<file path="src/rtl/xadc_scheduler_pkg.sv">
// Shared definitions for the XADC DRP read scheduler and its users:
// FSM encoding, DRP channel addresses, sample and timeout widths.
package xadc_scheduler_pkg;

  typedef enum logic [1:0] {
    ST_IDLE      = 2'd0,
    ST_ISSUE     = 2'd1,
    ST_WAIT_DRDY = 2'd2,
    ST_DONE      = 2'd3
  } state_t;

  localparam int SAMPLE_W = 12;
  localparam int TMO_W    = 8;

  localparam logic [6:0] DRP_ADDR_TEMP = 7'h13;  // VAUX3, material-system temperature
  localparam logic [6:0] DRP_ADDR_AUX  = 7'h1B;  // VAUX11, auxiliary sensor

endpackage

</file>
<file path="src/rtl/xadc_scheduler_rr_arbiter2.sv">
// Two-way round-robin grant, purely combinational.
// On a tie the requester not served last wins; otherwise the lone requester wins.
module rr_arbiter2 (
  input  logic [1:0] pending,
  input  logic       lastServed,
  output logic       grant
);

  always_comb begin
    grant = 1'b0;
    if (&pending) begin
      grant = ~lastServed;
    end else begin
      grant = pending[1];
    end
  end

endmodule

</file>
<file path="src/rtl/xadc_scheduler.sv">
// Arbitrates two single-deep read requesters onto one XADC DRP port.
// readyN/errN pulse drdy-delay+2 cycles after den; a repeated request while pending is merged.
module xadc_scheduler
  import xadc_scheduler_pkg::*;
#(
  parameter logic [6:0]  ADDR0   = DRP_ADDR_TEMP,
  parameter logic [6:0]  ADDR1   = DRP_ADDR_AUX,
  parameter int unsigned TIMEOUT = 255  // legal range 1..255
) (
  input  logic                CLK,
  input  logic                RST,
  input  logic                req0,
  input  logic                req1,
  output logic                den,
  output logic [6:0]          daddr,
  input  logic                drdy,
  input  logic [15:0]         doIn,
  output logic [SAMPLE_W-1:0] data0,
  output logic [SAMPLE_W-1:0] data1,
  output logic                ready0,
  output logic                ready1,
  output logic                err0,
  output logic                err1,
  output logic                busy
);

  localparam logic [TMO_W-1:0] TMO_LOAD = TMO_W'(TIMEOUT);

  state_t              state_q, state_d;
  logic [1:0]          pend_q, pend_d;
  logic [1:0]          rdy_q, rdy_d;
  logic [1:0]          err_q, err_d;
  logic [1:0]          done_clr;
  logic                last_q;
  logic                grant_q;
  logic                arb_grant;
  logic                tmo_q;
  logic [TMO_W-1:0]    cnt_q;
  logic [SAMPLE_W-1:0] data0_q, data1_q;
  logic                unused_lsbs;

  assign unused_lsbs = ^doIn[3:0];

  rr_arbiter2 u_arb (
    .pending    (pend_q),
    .lastServed (last_q),
    .grant      (arb_grant)
  );

  always_ff @(posedge CLK or posedge RST) begin
    if (RST) begin
      state_q <= ST_IDLE;
    end else begin
      state_q <= state_d;
    end
  end

  // The counter reaching 1 in WAIT_DRDY means TIMEOUT wait cycles have elapsed.
  always_comb begin
    state_d = state_q;
    unique case (state_q)
      ST_IDLE:      if (|pend_q) state_d = ST_ISSUE;
      ST_ISSUE:     state_d = ST_WAIT_DRDY;
      ST_WAIT_DRDY: if (drdy || (cnt_q == TMO_W'(1))) state_d = ST_DONE;
      ST_DONE:      state_d = ST_IDLE;
      default:      state_d = ST_IDLE;
    endcase
  end

  always_comb begin
    den   = 1'b0;
    daddr = 7'h00;
    busy  = (state_q != ST_IDLE);
    if (state_q == ST_ISSUE) begin
      den   = 1'b1;
      daddr = grant_q ? ADDR1 : ADDR0;
    end
  end

  // A request landing in the DONE cycle re-arms pending after the clear.
  always_comb begin
    done_clr = 2'b00;
    if (state_q == ST_DONE) begin
      done_clr = grant_q ? 2'b10 : 2'b01;
    end
    pend_d = (pend_q & ~done_clr) | {req1, req0};
    rdy_d  = tmo_q ? 2'b00 : done_clr;
    err_d  = tmo_q ? done_clr : 2'b00;
  end

  always_ff @(posedge CLK or posedge RST) begin
    if (RST) begin
      pend_q  <= 2'b00;
      rdy_q   <= 2'b00;
      err_q   <= 2'b00;
      last_q  <= 1'b1;
      grant_q <= 1'b0;
      tmo_q   <= 1'b0;
      cnt_q   <= '0;
      data0_q <= '0;
      data1_q <= '0;
    end else begin
      pend_q <= pend_d;
      rdy_q  <= rdy_d;
      err_q  <= err_d;
      if (state_q == ST_IDLE && |pend_q) begin
        grant_q <= arb_grant;
      end
      if (state_q == ST_ISSUE) begin
        cnt_q <= TMO_LOAD;
        tmo_q <= 1'b0;
      end
      if (state_q == ST_WAIT_DRDY) begin
        cnt_q <= cnt_q - TMO_W'(1);
        if (drdy) begin
          if (grant_q) begin
            data1_q <= doIn[15:4];
          end else begin
            data0_q <= doIn[15:4];
          end
        end else if (cnt_q == TMO_W'(1)) begin
          tmo_q <= 1'b1;
        end
      end
      if (state_q == ST_DONE) begin
        last_q <= grant_q;
      end
    end
  end

  assign data0  = data0_q;
  assign data1  = data1_q;
  assign ready0 = rdy_q[0];
  assign ready1 = rdy_q[1];
  assign err0   = err_q[0];
  assign err1   = err_q[1];

endmodule

</file>
<file path="config.mk">
export PLATFORM = sky130hd
export DESIGN_NAME = xadc_scheduler
export DESIGN_NICKNAME = d
export VERILOG_FILES = /design/src/rtl/xadc_scheduler_pkg.sv /design/src/rtl/xadc_scheduler_rr_arbiter2.sv /design/src/rtl/xadc_scheduler.sv
export SDC_FILE = /design/constraint.sdc
export NUM_CORES = 1
export LEC_CHECK = 0
export BUFFER_PORTS_ARGS = -buffer_cell sky130_fd_sc_hd__buf_2
export CAP_MARGIN = 20
export CORE_AREA = 10 10 68 81
export CTS_BUF_LIST = sky130_fd_sc_hd__clkbuf_4
export DETAILED_ROUTE_END_ITERATION = 16
export DIE_AREA = 0 0 78 91
export PLACE_DENSITY = 0.83
export SLEW_MARGIN = 20
export SYNTH_ARGS = -nofsm -noshare
export SYNTH_HDL_FRONTEND = slang
export SYNTH_SLANG_ARGS = --single-unit
</file>
<file path="constraint.sdc">
create_clock -name CLK -period 2.83 [get_ports CLK]
set_input_delay 0.4245 -clock CLK [delete_from_list [all_inputs] [get_ports CLK]]
set_output_delay 0.4245 -clock CLK [all_outputs]
set_load 0.02 [all_outputs]
</file>
==> out/metrics.csv <==
stage;metric;value;unit
pwr;power.leakage;1.08;nW
die;dieArea;0.00710;sq mm
global_route;grt_max_degree;44;
status;status;completed;
pwr;vdd_drop_max;0.602;mV
routing;dr_total_vias;1324;
placed_design;port-buffer-count;50;
worst_setup_path;r2r_end;data1[7];
sta;period_share;77.2;%
cells_and_area;finish.instance_area;0.00226;sq mm
sta;period_needed;2190;ps
sta;holdWs;175;ps
die;core-area;0.00391;sq mm
clock_network;postCtsHoldBufs;0;
worst_setup_path;cp-start-kind;flop;
sta;fin_skew;17.2;ps
pwr;fin_total_pwr;2.52;mW
sta;hold_viol_final;0;
placed_design;dpl.hpwl;2920;microns
worst_setup_path;worstRegToRegCells;4;
routing;antenna_left;0;
clock_network;cts-root-buf;clkbuf_4;
placed_design;placedInstanceArea;0.00218;sq mm
routing;wl_per_cell;15.1;microns
logic_synthesis;synthCells;155;
die;ios;58;
clock_network;insertion_delay;350;ps
logic_synthesis;yosysSeqAreaShare;56.2;%
sta;fmax;457;MHz
run;cap_violations;0;
cells_and_area;final_layout_size_suffix_gt1_share;35.9;%
worst_setup_path;r2r_slack;640;ps
clock_network;cts_resized;0;
sta;setup_viol;0;
routing;wl;3910;microns
logic_synthesis;syn_avg_cell_area;12.4;sq um
cells_and_area;area_growth;18.1;%
sta;grt_setup_unrepaired;false;
sta;worst_pin_slew;656;ps
logic_synthesis;ys_ff_latch;43;
global_route;antenna_found_initial;0;
sta;final_max_slew_viol_count;0;
pwr;power_density;1110;mW/mm^2
die;start_util;49.0;%
cells_and_area;diodes;0;
clock_network;path_clk_slew;140;ps
logic_synthesis;netlist_area;0.00192;sq mm
worst_setup_path;crit_required;3060;ps
clock_network;cts_setup_buffers;0;
logic_synthesis;synthFlopType;dfrtp_1;
logic_synthesis;synth-edff-count;0;
clock_network;cts_tree;yes;
logic_synthesis;yosys_warnings;0;
die;die_h;91;microns
routing;drc;0;
global_route;grt_pass1_vias;1366;
global_route;overflow;0;
worst_hold_path;hp-class;in -> async;
sta;slew_headroom;56.2;%
logic_synthesis;async_flop_share;100;%
clock_network;clock_sinks;43;
clock_network;cts_buffers;5;
clock_network;cts_buffer_depth;2;
clock_network;htreeDepth;2;
routing;drt-initial-drc-count;82;
logic_synthesis;ys_types;40;
placed_design;gp_congestion;0.779;
worst_setup_path;worstSetupEndpointType;flop;
cells_and_area;post-route-util;57.9;%
worst_setup_path;crit_fanout;12;
worst_setup_path;cp.arrival;2420;ps
die;die_x;78;microns
global_route;track_usage;11.3;%
global_route;grt_first_pass_wirelength;6580;microns
sta;finalSetupTns;0;ps
die;fp-row-count;25;
worst_setup_path;path_class;reg -> reg;
routing;drt_first_pass_iters;4;
routing;vias_per_cell;5.09;
cells_and_area;nets;233;
worst_setup_path;reg2reg_from;state_q[0];
## cells in the final DEF, fill, tap and decap left out, drive strengths merged, types with 3 or more instances in the layout
cell,instances
clkbuf,5
buf,51
mux2,24
nand3,4
nor2,10
a31oi,3
conb,3
inv,9
ha,7
nand2b,3
a21oi,3
o21ai,4
nand2,6
dfrtp,42
## worst max-delay path by stage
stage,to,cells after the start,startpoint
after floorplan,data1[0],6,state_q[0]
after global placement,data1[7],4,state_q[0]
after detailed placement,data1[1],4,state_q[0]
after CTS,data1[1],4,state_q[0]
after global routing,data1[1],4,state_q[0]
final,data1[7],4,state_q[0]
## cell families (layout without fill, tap and decap cells)
group	Yosys count	in the layout	share of synthesized area, %
buffers and inverters	19	68	5.22
other	1	3	0.196
DFF	43	43	56.2
xor gates and xnor gates	1	1	0.457
muxes	26	26	15.1
AOI/OAI and AO/OA	17	17	5.74
and+or+nand+nor	41	41	12.5
adders and majority gates	7	7	4.57
## metrics by stage
| step | worst slack [ps] | cells |
|---|---|---|
| after floorplan | 1210 | 157 |
| after global placement | 711 | 252 |
| after detailed placement | 652 | 252 |
| after CTS | 623 | 260 |
| after global routing | 463 | 260 |
| final | 644 | 260 |
## cell usage after synthesis (all sizes together) (3+ instances only)
cell type | number | area (sq um)
dfrtp | 42 | 1050
mux2 | 24 | 270
nor2 | 10 | 37.5
buf | 9 | 62.6
inv | 9 | 33.8
ha | 7 | 87.6
nand2 | 6 | 22.5
nand3 | 4 | 20.0
o21ai | 4 | 20.0
a21oi | 3 | 15.0
a31oi | 3 | 18.8
nand2b | 3 | 18.8
## flip-flops by register name, summed over array words and instances, names as in the netlist
register,cells
pend_q,2
grant_q,1
data1,12
cnt_q,8
data0,12
rdy_q,2
last_q,1
state_q,2
err_q,2
tmo_q,1
## metal layers
metal,GRT usage (%),part of all wire (%),vias to the layer above
li1,-,-,632
met1,12.2,43,632
met2,18.3,45,52
met3,5.92,11,8
met4,4.49,1.7,0
met5,0,0,-
## power by group
part           switching (mW)  total (mW)  internal (mW)
Sequential              0.146       0.999          0.853
Combinational           0.697        1.14          0.441
Clock                   0.197       0.383          0.186
Total                    1.04        2.52           1.48
## critical path, cell delays in order, from the launching register on
cell and delay [ps]:
dfrtp_1 450, inv_1 130, ha_1 410, nand3_1 570, mux2_1 510
## final cells by class
cell class | instances | area (sq um)
clock buffers | 5 | 37.5
clock inverters | 3 | 43.8
fillers | 334 | 1650
inverters | 9 | 33.8
multi-input cells | 95 | 747
flip-flops and latches | 43 | 1080
well taps | 54 | 67.6
repair buffers | 51 | 258
Power figures use the tool's default switching activity.
